File: src/rtl/cordic_rom_ctrl_pkg.sv
// Shared types and constants for the CORDIC coefficient ROM controller.
package cordic_rom_ctrl_pkg;

  localparam int unsigned AW_DEF    = 6;
  localparam int unsigned DW_DEF    = 48;
  localparam int unsigned DEPTH_DEF = 64;

  typedef enum logic [1:0] {
    ST_IDLE  = 2'd0,
    ST_LOAD  = 2'd1,
    ST_READY = 2'd2
  } state_t;

  // Polarity of the ROM wen pin, which also steers the MUX_2_6 address select.
  localparam logic ROM_WRITE = 1'b0;
  localparam logic ROM_READ  = 1'b1;

endpackage

File: src/rtl/cordic_rom_ctrl_if.sv
// Bundle of loader stream, two channel requests, response and ROM pins.
interface cordic_rom_ctrl_if
  import cordic_rom_ctrl_pkg::*;
#(
  parameter int unsigned AW = AW_DEF,
  parameter int unsigned DW = DW_DEF
);

  logic          load_start;
  logic          load_valid;
  logic [DW-1:0] load_data;
  logic          load_ready;
  logic          loaded;

  logic          req0_valid;
  logic [AW-1:0] req0_addr;
  logic          req0_gnt;
  logic          req1_valid;
  logic [AW-1:0] req1_addr;
  logic          req1_gnt;

  logic          rom_cen;
  logic          rom_wen;
  logic [AW-1:0] rom_index_rea;
  logic [AW-1:0] rom_index_wri;
  logic [DW-1:0] rom_d;
  logic [DW-1:0] rom_q;

  logic          rsp_valid;
  logic          rsp_id;
  logic [DW-1:0] rsp_data;

  // Controller side.
  modport slave (
    input  load_start, load_valid, load_data,
    output load_ready, loaded,
    input  req0_valid, req0_addr, req1_valid, req1_addr,
    output req0_gnt, req1_gnt,
    output rom_cen, rom_wen, rom_index_rea, rom_index_wri, rom_d,
    input  rom_q,
    output rsp_valid, rsp_id, rsp_data
  );

  // Loader, channels and ROM side.
  modport master (
    output load_start, load_valid, load_data,
    input  load_ready, loaded,
    output req0_valid, req0_addr, req1_valid, req1_addr,
    input  req0_gnt, req1_gnt,
    input  rom_cen, rom_wen, rom_index_rea, rom_index_wri, rom_d,
    output rom_q,
    input  rsp_valid, rsp_id, rsp_data
  );

endinterface

File: src/rtl/cordic_rom_rr_arb.sv
// Two-requester round-robin arbiter; on a tie the channel not granted last wins.
module cordic_rom_rr_arb (
  input  logic clk,
  input  logic reset,
  input  logic enable,
  input  logic req0,
  input  logic req1,
  output logic gnt0,
  output logic gnt1
);

  logic last_gnt;

  assign gnt0 = enable & req0 & (~req1 | last_gnt);
  assign gnt1 = enable & req1 & (~req0 | ~last_gnt);

  // Starts at 1 so channel 0 wins the first tie.
  always_ff @(posedge clk) begin
    if (reset) begin
      last_gnt <= 1'b1;
    end else if (gnt0 | gnt1) begin
      last_gnt <= gnt1;
    end
  end

endmodule

File: src/rtl/cordic_rom_ctrl.sv
// Loads the 64x48 CORDIC coefficient ROM from a stream, then arbitrates
// read access between two channels with a one-cycle registered response.
module cordic_rom_ctrl
  import cordic_rom_ctrl_pkg::*;
#(
  parameter int unsigned AW    = AW_DEF,
  parameter int unsigned DW    = DW_DEF,
  parameter int unsigned DEPTH = DEPTH_DEF
) (
  input  logic             clk,
  input  logic             reset,
  cordic_rom_ctrl_if.slave bus
);

  state_t        state;
  logic [AW-1:0] wr_ptr;
  logic [AW-1:0] rea_q;
  logic          loaded_q;
  logic          rsp_valid_q;
  logic          rsp_id_q;
  logic [DW-1:0] rsp_data_q;

  logic          wr_en;
  logic          rd_en;
  logic          gnt0;
  logic          gnt1;

  // A load_start cycle never accepts a word or grants a read.
  assign wr_en = ~reset & (state == ST_LOAD) & ~bus.load_start & bus.load_valid;
  assign rd_en = ~reset & (state == ST_READY) & ~bus.load_start;

  cordic_rom_rr_arb u_arb (
    .clk    (clk),
    .reset  (reset),
    .enable (rd_en),
    .req0   (bus.req0_valid),
    .req1   (bus.req1_valid),
    .gnt0   (gnt0),
    .gnt1   (gnt1)
  );

  // Load sequencer: IDLE -> LOAD (DEPTH accepts) -> READY, reload on load_start.
  always_ff @(posedge clk) begin
    if (reset) begin
      state    <= ST_IDLE;
      wr_ptr   <= '0;
      loaded_q <= 1'b0;
    end else begin
      case (state)
        ST_IDLE: begin
          loaded_q <= 1'b0;
          if (bus.load_start) begin
            state  <= ST_LOAD;
            wr_ptr <= '0;
          end
        end
        ST_LOAD: begin
          if (bus.load_start) begin
            wr_ptr <= '0;
          end else if (bus.load_valid) begin
            wr_ptr <= wr_ptr + AW'(1);
            if (wr_ptr == AW'(DEPTH - 1)) begin
              state    <= ST_READY;
              loaded_q <= 1'b1;
            end
          end
        end
        ST_READY: begin
          if (bus.load_start) begin
            state    <= ST_LOAD;
            loaded_q <= 1'b0;
            wr_ptr   <= '0;
          end
        end
        default: begin
          state    <= ST_IDLE;
          loaded_q <= 1'b0;
          wr_ptr   <= '0;
        end
      endcase
    end
  end

  // Read response path; rea_q keeps the last granted address on idle cycles.
  always_ff @(posedge clk) begin
    if (reset) begin
      rea_q       <= '0;
      rsp_valid_q <= 1'b0;
      rsp_id_q    <= 1'b0;
      rsp_data_q  <= '0;
    end else begin
      rsp_valid_q <= gnt0 | gnt1;
      if (gnt0 | gnt1) begin
        rea_q      <= bus.rom_index_rea;
        rsp_id_q   <= gnt1;
        rsp_data_q <= bus.rom_q;
      end
    end
  end

  assign bus.load_ready    = ~reset & (state == ST_LOAD) & ~bus.load_start;
  assign bus.loaded        = loaded_q;
  assign bus.req0_gnt      = gnt0;
  assign bus.req1_gnt      = gnt1;

  assign bus.rom_cen       = 1'b1;
  assign bus.rom_wen       = wr_en ? ROM_WRITE : ROM_READ;
  assign bus.rom_index_wri = wr_ptr;
  assign bus.rom_d         = wr_en ? bus.load_data : '0;
  assign bus.rom_index_rea = gnt1 ? bus.req1_addr : (gnt0 ? bus.req0_addr : rea_q);

  assign bus.rsp_valid     = rsp_valid_q;
  assign bus.rsp_id        = rsp_id_q;
  assign bus.rsp_data      = rsp_data_q;

endmodule
File: src/flat_wrapper.sv
// flat-port wrapper written by rule: the top's interface ports become plain ports
module cordic_rom_ctrl_flat import cordic_rom_ctrl_pkg::*;
#(
  parameter int unsigned AW    = AW_DEF,
  parameter int unsigned DW    = DW_DEF,
  parameter int unsigned DEPTH = DEPTH_DEF
)
  (clk, reset, bus_load_start, bus_load_valid, bus_load_data, bus_load_ready, bus_loaded, bus_req0_valid, bus_req0_addr, bus_req1_valid, bus_req1_addr, bus_req0_gnt, bus_req1_gnt, bus_rom_cen, bus_rom_wen, bus_rom_index_rea, bus_rom_index_wri, bus_rom_d, bus_rom_q, bus_rsp_valid, bus_rsp_id, bus_rsp_data);
  cordic_rom_ctrl_if #(.AW(AW), .DW(DW)) bus_i ();
  input  logic clk;
  input  logic reset;
  input wire logic [$bits(bus_i.load_start)-1:0] bus_load_start;
  input wire logic [$bits(bus_i.load_valid)-1:0] bus_load_valid;
  input wire logic [$bits(bus_i.load_data)-1:0] bus_load_data;
  output wire logic [$bits(bus_i.load_ready)-1:0] bus_load_ready;
  output wire logic [$bits(bus_i.loaded)-1:0] bus_loaded;
  input wire logic [$bits(bus_i.req0_valid)-1:0] bus_req0_valid;
  input wire logic [$bits(bus_i.req0_addr)-1:0] bus_req0_addr;
  input wire logic [$bits(bus_i.req1_valid)-1:0] bus_req1_valid;
  input wire logic [$bits(bus_i.req1_addr)-1:0] bus_req1_addr;
  output wire logic [$bits(bus_i.req0_gnt)-1:0] bus_req0_gnt;
  output wire logic [$bits(bus_i.req1_gnt)-1:0] bus_req1_gnt;
  output wire logic [$bits(bus_i.rom_cen)-1:0] bus_rom_cen;
  output wire logic [$bits(bus_i.rom_wen)-1:0] bus_rom_wen;
  output wire logic [$bits(bus_i.rom_index_rea)-1:0] bus_rom_index_rea;
  output wire logic [$bits(bus_i.rom_index_wri)-1:0] bus_rom_index_wri;
  output wire logic [$bits(bus_i.rom_d)-1:0] bus_rom_d;
  input wire logic [$bits(bus_i.rom_q)-1:0] bus_rom_q;
  output wire logic [$bits(bus_i.rsp_valid)-1:0] bus_rsp_valid;
  output wire logic [$bits(bus_i.rsp_id)-1:0] bus_rsp_id;
  output wire logic [$bits(bus_i.rsp_data)-1:0] bus_rsp_data;
  assign bus_i.load_start = bus_load_start;
  assign bus_i.load_valid = bus_load_valid;
  assign bus_i.load_data = bus_load_data;
  assign bus_load_ready = bus_i.load_ready;
  assign bus_loaded = bus_i.loaded;
  assign bus_i.req0_valid = bus_req0_valid;
  assign bus_i.req0_addr = bus_req0_addr;
  assign bus_i.req1_valid = bus_req1_valid;
  assign bus_i.req1_addr = bus_req1_addr;
  assign bus_req0_gnt = bus_i.req0_gnt;
  assign bus_req1_gnt = bus_i.req1_gnt;
  assign bus_rom_cen = bus_i.rom_cen;
  assign bus_rom_wen = bus_i.rom_wen;
  assign bus_rom_index_rea = bus_i.rom_index_rea;
  assign bus_rom_index_wri = bus_i.rom_index_wri;
  assign bus_rom_d = bus_i.rom_d;
  assign bus_i.rom_q = bus_rom_q;
  assign bus_rsp_valid = bus_i.rsp_valid;
  assign bus_rsp_id = bus_i.rsp_id;
  assign bus_rsp_data = bus_i.rsp_data;
  cordic_rom_ctrl #(.AW(AW), .DW(DW), .DEPTH(DEPTH)) u_core (.clk(clk), .reset(reset), .bus(bus_i));
endmodule
File: config.mk
export PLATFORM = sky130hd
export DESIGN_NAME = cordic_rom_ctrl_flat
export DESIGN_NICKNAME = d
export VERILOG_FILES = /design/src/rtl/cordic_rom_ctrl_pkg.sv /design/src/rtl/cordic_rom_ctrl_if.sv /design/src/rtl/cordic_rom_rr_arb.sv /design/src/rtl/cordic_rom_ctrl.sv /design/src/flat_wrapper.sv
export SDC_FILE = /design/constraint.sdc
export NUM_CORES = 1
export LEC_CHECK = 0
export ABC_AREA = 1
export CORE_MARGIN = 2
export CORE_UTILIZATION = 37
export DETAILED_ROUTE_END_ITERATION = 7
export PLACE_DENSITY_LB_ADDON = 0.12
export SYNTH_ARGS = -nofsm -noshare
export SYNTH_HDL_FRONTEND = slang
export SYNTH_SLANG_ARGS = --single-unit
File: constraint.sdc
create_clock -name clk -period 5.8 [get_ports clk]
set_input_delay 1.74 -clock clk [delete_from_list [all_inputs] [get_ports clk]]
set_output_delay 1.74 -clock clk [all_outputs]
set_load 0.02 [all_outputs]
After elaboration in Yosys (flattened, before gate mapping) --
Index checks and enable logic that the tools add are counted.
Word-level totals: word-level logic and storage cells 58, output and inout bits 116, register bits after elaboration 66, input port bits 114
Operators by class: multiplexer cells 18, reductions and logical operators 5, $add $sub $neg 1, bitwise operators 17, eq/ne operators 9
Operators with widths (number):
- $mux 48 | 1
- $mux 6 | 5
- $pmux 6 s2 | 1
- $and 1x1->1 | 9
- $mux 2 | 4
- $ne 2x2->1 const B | 4
- $reduce_and 4->1 | 2
- $add 6x1->6 const B | 1
- $eq 6x6->1 const B | 1
- $mux 1 | 5
- $not 1->1 | 5
- $pmux 2 s2 | 1
- $ne 3x3->1 const B | 1
- $or 1x1->1 | 3
- $eq 2x1->1 const B | 1
- $eq 2x2->1 const B | 1
- $logic_not 2->1 | 1
- $ne 2x1->1 const B | 1
- $pmux 1 s2 | 1
- $reduce_and 2->1 | 1
- $reduce_or 2->1 | 1

Depth between registers and ports, before layout --
Gate-level depths: netlist (run 1).
depth in word-level cells 7, mapped depth 9, mapped depth without buffers 9

Cells and area by module --
Synthesis (run 1) repeated with hierarchy kept, for this count alone.
Unflattened totals: cells, all modules 463, area, all modules 3088.0 um^2
Modules (own cells, without submodules):
- cordic_rom_ctrl | instances 1, area each 3016.6 um^2, cells an instance 451, seq. area each 1301.2 um^2
- cordic_rom_rr_arb | instances 1, area each 71.3 um^2, cells an instance 12, seq. area each 20.0 um^2

Worst setup path before layout (run 1) --
No wires, ideal clock.
path kind input to output, start point input port reset, end point output port bus_rom_d[28], cell stages on the path 8, setup slack 1.249 ns, arrival 2.811 ns, required time 4.060 ns, path buffers 3, cells stage by stage buf_4 > inv_2 > nand2_1 > inv_2 > nand2_2 > buf_6 > buf_6 > nor2_1
Between the ends: word-level cells in the longest chain between the ends 5
Ends and longest elaborated chain:
- start, declared | line flat_wrapper.sv:11 | input logic reset;
- $not 1->1
- $and 1x1->1 (2 in series)
- named net bus_load_ready | line flat_wrapper.sv:15 | output wire logic [$bits(bus_i.load_ready)-1:0] bus_load_ready;
- $and 1x1->1 | line cordic_rom_ctrl.sv:29 | assign wr_en = ~reset & (state == ST_LOAD) & ~bus.load_start & bus.load_valid;
- $mux 48 | line cordic_rom_ctrl.sv:109 | assign bus.rom_d = wr_en ? bus.load_data : '0;
- end, declared | line flat_wrapper.sv:27 | output wire logic [$bits(bus_i.rom_d)-1:0] bus_rom_d;
The timed path passes the listed nets, and every way through them passes these cells.

Worst setup path in the final report (run 1) --
start point input port bus_load_start, end point output port bus_rom_d[19]
Between the ends: word-level cells in the longest chain between the ends 4
Ends and longest elaborated chain:
- start, declared | line flat_wrapper.sv:12 | input wire logic [$bits(bus_i.load_start)-1:0] bus_load_start;
- $not 1->1 | line cordic_rom_ctrl.sv:29
- $and 1x1->1 (2 in series) | line cordic_rom_ctrl.sv:29
- $mux 48 | line cordic_rom_ctrl.sv:109
Every way passes these cells.

==> out/qor.csv, run 1 <==
stage;metric;value;unit
power_and_ir_drop;intPower;0.7396;mW
power_and_ir_drop;p_leak;2.551;nW
timing;tightest_slew;0.7958;ns
die;dieArea;9174;um^2
critical_path;cp_slowest_cell;clkdlybuf4s50_1;
grt;grt_pass1_vias;3288;
clock_tree;holdBufCountCts;0;
hold_path;hold_class;reg -> reg;
status;status;finished, final reports clean;
logic_synthesis;synth_cell_types;26;
die;ios;230;
logic_synthesis;ys_ff_latch;66;
power_and_ir_drop;irDropWorstVdd;0.1696;mV
detailed_routing;dr.pass1.iters;4;
logic_synthesis;synth_warnings;0;
critical_path;crit_chain;clkdlybuf4s50_1 -> nor2_1 -> nand2_1 -> inv_2 -> nand2_2 -> buf_12 -> nor2_1 -> clkdlybuf4s50_1;
power_and_ir_drop;switching_share;0.2395;
clock_tree;cts_setup_buffers;0;
critical_path;worstPathRequired;4.06;ns
timing;slew_headroom;0.4687;
clock_tree;ctsResizeCount;0;
detailed_routing;routed_via_density;4.600;
critical_path;cp_slowest_stage_delay;0.63;ns
placement;gp_congestion;0.8370;
clock_tree;clk_path_buf_depth;2;
final_layout;area_growth;79.77;%
logic_synthesis;synth-seq-area-share;0.4239;
clock_tree;tritoncts;done;
grt;grt.total_usage;0.2240;
timing;setup_tns;0;ns
clock_tree;clkSlewWorstSetupHoldPaths;0.07;ns
critical_path;crit_fanout;49;
die;die_h;95.78;um
clock_tree;cts-root-buf;clkbuf_8;
die;core;8175;um^2
clock_tree;numCtsBuffers;9;
timing;rsz0062_at_grt;no;
timing;period_minus_slack;5.386;ns
timing;report.final.slew_viol_count;0;
final_layout;fillers;693;
detailed_routing;drt_iter0_drc;202;
die;num_rows;33;
logic_synthesis;syn_avg_cell_area;6.674;um^2
final_layout;finish.utilization;0.6853;
logic_synthesis;synthAdderAreaFrac;0.004014;
logic_synthesis;muxShareOfSynthArea;0;
grt;grt_pass1_wl;15.98;mm
detailed_routing;drc;0;
logic_synthesis;synth_top_family_by_area;simple AND/OR/NAND/NOR gates;
timing;final-setup-viol-count;0;
power_and_ir_drop;combPwrFrac;0.162;
power_and_ir_drop;clock_power_share;0.362;
logic_synthesis;syn_nets;582;
die;die_width;95.78;um
power_and_ir_drop;power;0.9725;mW
grt;grt_max_degree;51;
clock_tree;clock_latency;0.33;ns
final_layout;drive_gt1_frac;0.04651;
detailed_routing;postRouteAntennaNets;0;
final_layout;antenna-diode-count;0;
clock_tree;numClockSinks;66;
grt;grt_overflow;0;
placement;port-buffer-count;228;
power_and_ir_drop;p_per_area;173.6;nW/um^2
timing;skew;0.005564;ns
critical_path;critPathLaunchType;input port;
logic_synthesis;syn_area;3117;um^2
logic_synthesis;synth_compound_area_frac;0.1823;
grt;antenna_found_initial;0;
power_and_ir_drop;power.switching;0.2329;mW
critical_path;end_kind;primary output;
critical_path;crit_arrival;3.65;ns
logic_synthesis;yosys.area_share.simple;0.2352;
power_and_ir_drop;pwr-share-seq;0.477;
detailed_routing;wirelength;10.95;mm
placement;dp_hpwl;8.240;mm
timing;fin_crit_sh;0.9286;
logic_synthesis;synth_xor_area_frac;0;
run;drv_cap;0;
detailed_routing;detail_route.wl_per_cell;13.81;um
logic_synthesis;synth_cells;467;
timing;fmax;0.1857;GHz
clock_tree;htree_levels;3;
critical_path;critPathKind;in -> out;
final_layout;nets;800;
die;initial_utilization;0.3812;
timing;hold_viol;0;
detailed_routing;vias;3648;
==> path summary, 6_finish.rpt <==
check | startpoint | end | slack (ns) | cells past startpoint
worst max-delay path | bus_load_start | bus_rom_d[19] | 0.41 | 8
worst max register to register | u_core.u_arb.last_gnt | u_core.bus.rsp_data[43] | 4.10 | 7
worst min register to register | u_core.bus.loaded | u_core.bus.loaded | 0.47 | 2
worst min-delay path | u_core.bus.loaded | u_core.bus.loaded | 0.47 | 2
==> power groups by stage <==
stage	sequential, mW	combinational, mW	clock (mW)
2_1_floorplan	0.479	0.0451	0
3_3_place_gp	0.473	0.156	0
3_5_place_dp	0.474	0.157	0
4_1_cts	0.463	0.158	0.357
5_1_grt	0.464	0.169	0.376
6_report	0.464	0.157	0.352
==> cells in the mapped netlist (all sizes together) <==
master,count,area share
nor2,124,0.16
inv,82,0.099
dfxtp,66,0.42
o21ai,54,0.087
a21oi,52,0.088
nand2,42,0.051
buf,21,0.046
nand3,12,0.023
clkbuf,7,0.0084
a21boi,1,0.0024
a22oi,1,0.0024
conb,1,0.0012
ha,1,0.0040
nand4,1,0.0020
nor3,1,0.0016
o211ai,1,0.0024
==> flip-flops by register name, indices dropped and copies added (netlist names) <==
signal	cells
u_core.rea_q	6
u_core.bus.rsp_id	1
u_core.bus.rom_index_wri	6
u_core.state	2
u_core.u_arb.last_gnt	1
u_core.bus.rsp_valid	1
u_core.bus.loaded	1
u_core.bus.rsp_data	48
==> routing by layer <==
layer | global-route usage | share of wire | up-vias
met3 | 0.09084 | 0.10 | 8
met5 | 0 | 0 | -
li1 | - | - | 1866
met2 | 0.4033 | 0.50 | 141
met1 | 0.2435 | 0.38 | 1633
met4 | 0.05714 | 0.0093 | 0
==> kinds of logic after synthesis <==
kind of cell | count (synthesis)
fa+ha+maj | 1
other cells | 1
buf+inv | 110
flops | 66
compound gates | 109
simple gates | 180
==> layout make-up <==
class / instances / area [um^2] / area share
multi-input combinational: 291 / 1318 / 0.2351
clock buffer: 12 / 165.2 / 0.02948
timing repair buffer: 235 / 2347 / 0.4189
clock inverter: 2 / 12.51 / 0.002233
sequential: 66 / 1321 / 0.2358
inverter: 82 / 307.8 / 0.05494
tap: 105 / 131.4 / 0.02345
==> metrics by stage <==
stage | setup WS, ns | hold WS, ns | area, um^2 | instances
6_report | 0.4143 | 0.4679 | 5603 | 793
5_1_grt | 0.2713 | 0.4971 | 5603 | 793
4_1_cts | 0.4035 | 0.4669 | 5603 | 793
2_1_floorplan | 1.249 | 0.4930 | 3117 | 467
3_5_place_dp | 0.4073 | 0.4573 | 5425 | 779
3_3_place_gp | 0.4572 | 0.4512 | 5425 | 779
==> critical path: cells and delay by family <==
family                 cells  cell delay, ns
AND/OR/NAND/NOR            4            0.48
buffers and inverters      4            1.41
==> layout by cell type (no fill, tap or decap), types with 6 or more instances in the layout <==
cell type | Yosys | routed
nor2_1 | 122 | 122
nand2_1 | 41 | 41
buf_4 | 3 | 6
clkdlybuf4s50_1 | 0 | 228
inv_1 | 77 | 77
o21ai_0 | 48 | 48
a21oi_1 | 50 | 50
dfxtp_1 | 66 | 66
nand3_1 | 11 | 11
clkbuf_8 | 0 | 12
o21ai_1 | 6 | 6
Note: power is estimated with default switching activity, not from simulation.
==> inputs of run 2 (changes only) <==
Settings changed: GPL_ROUTABILITY_DRIVEN set to 1.
==> results of run 2 <==
Final layout, timing and power as in run 1 (identical DEF).
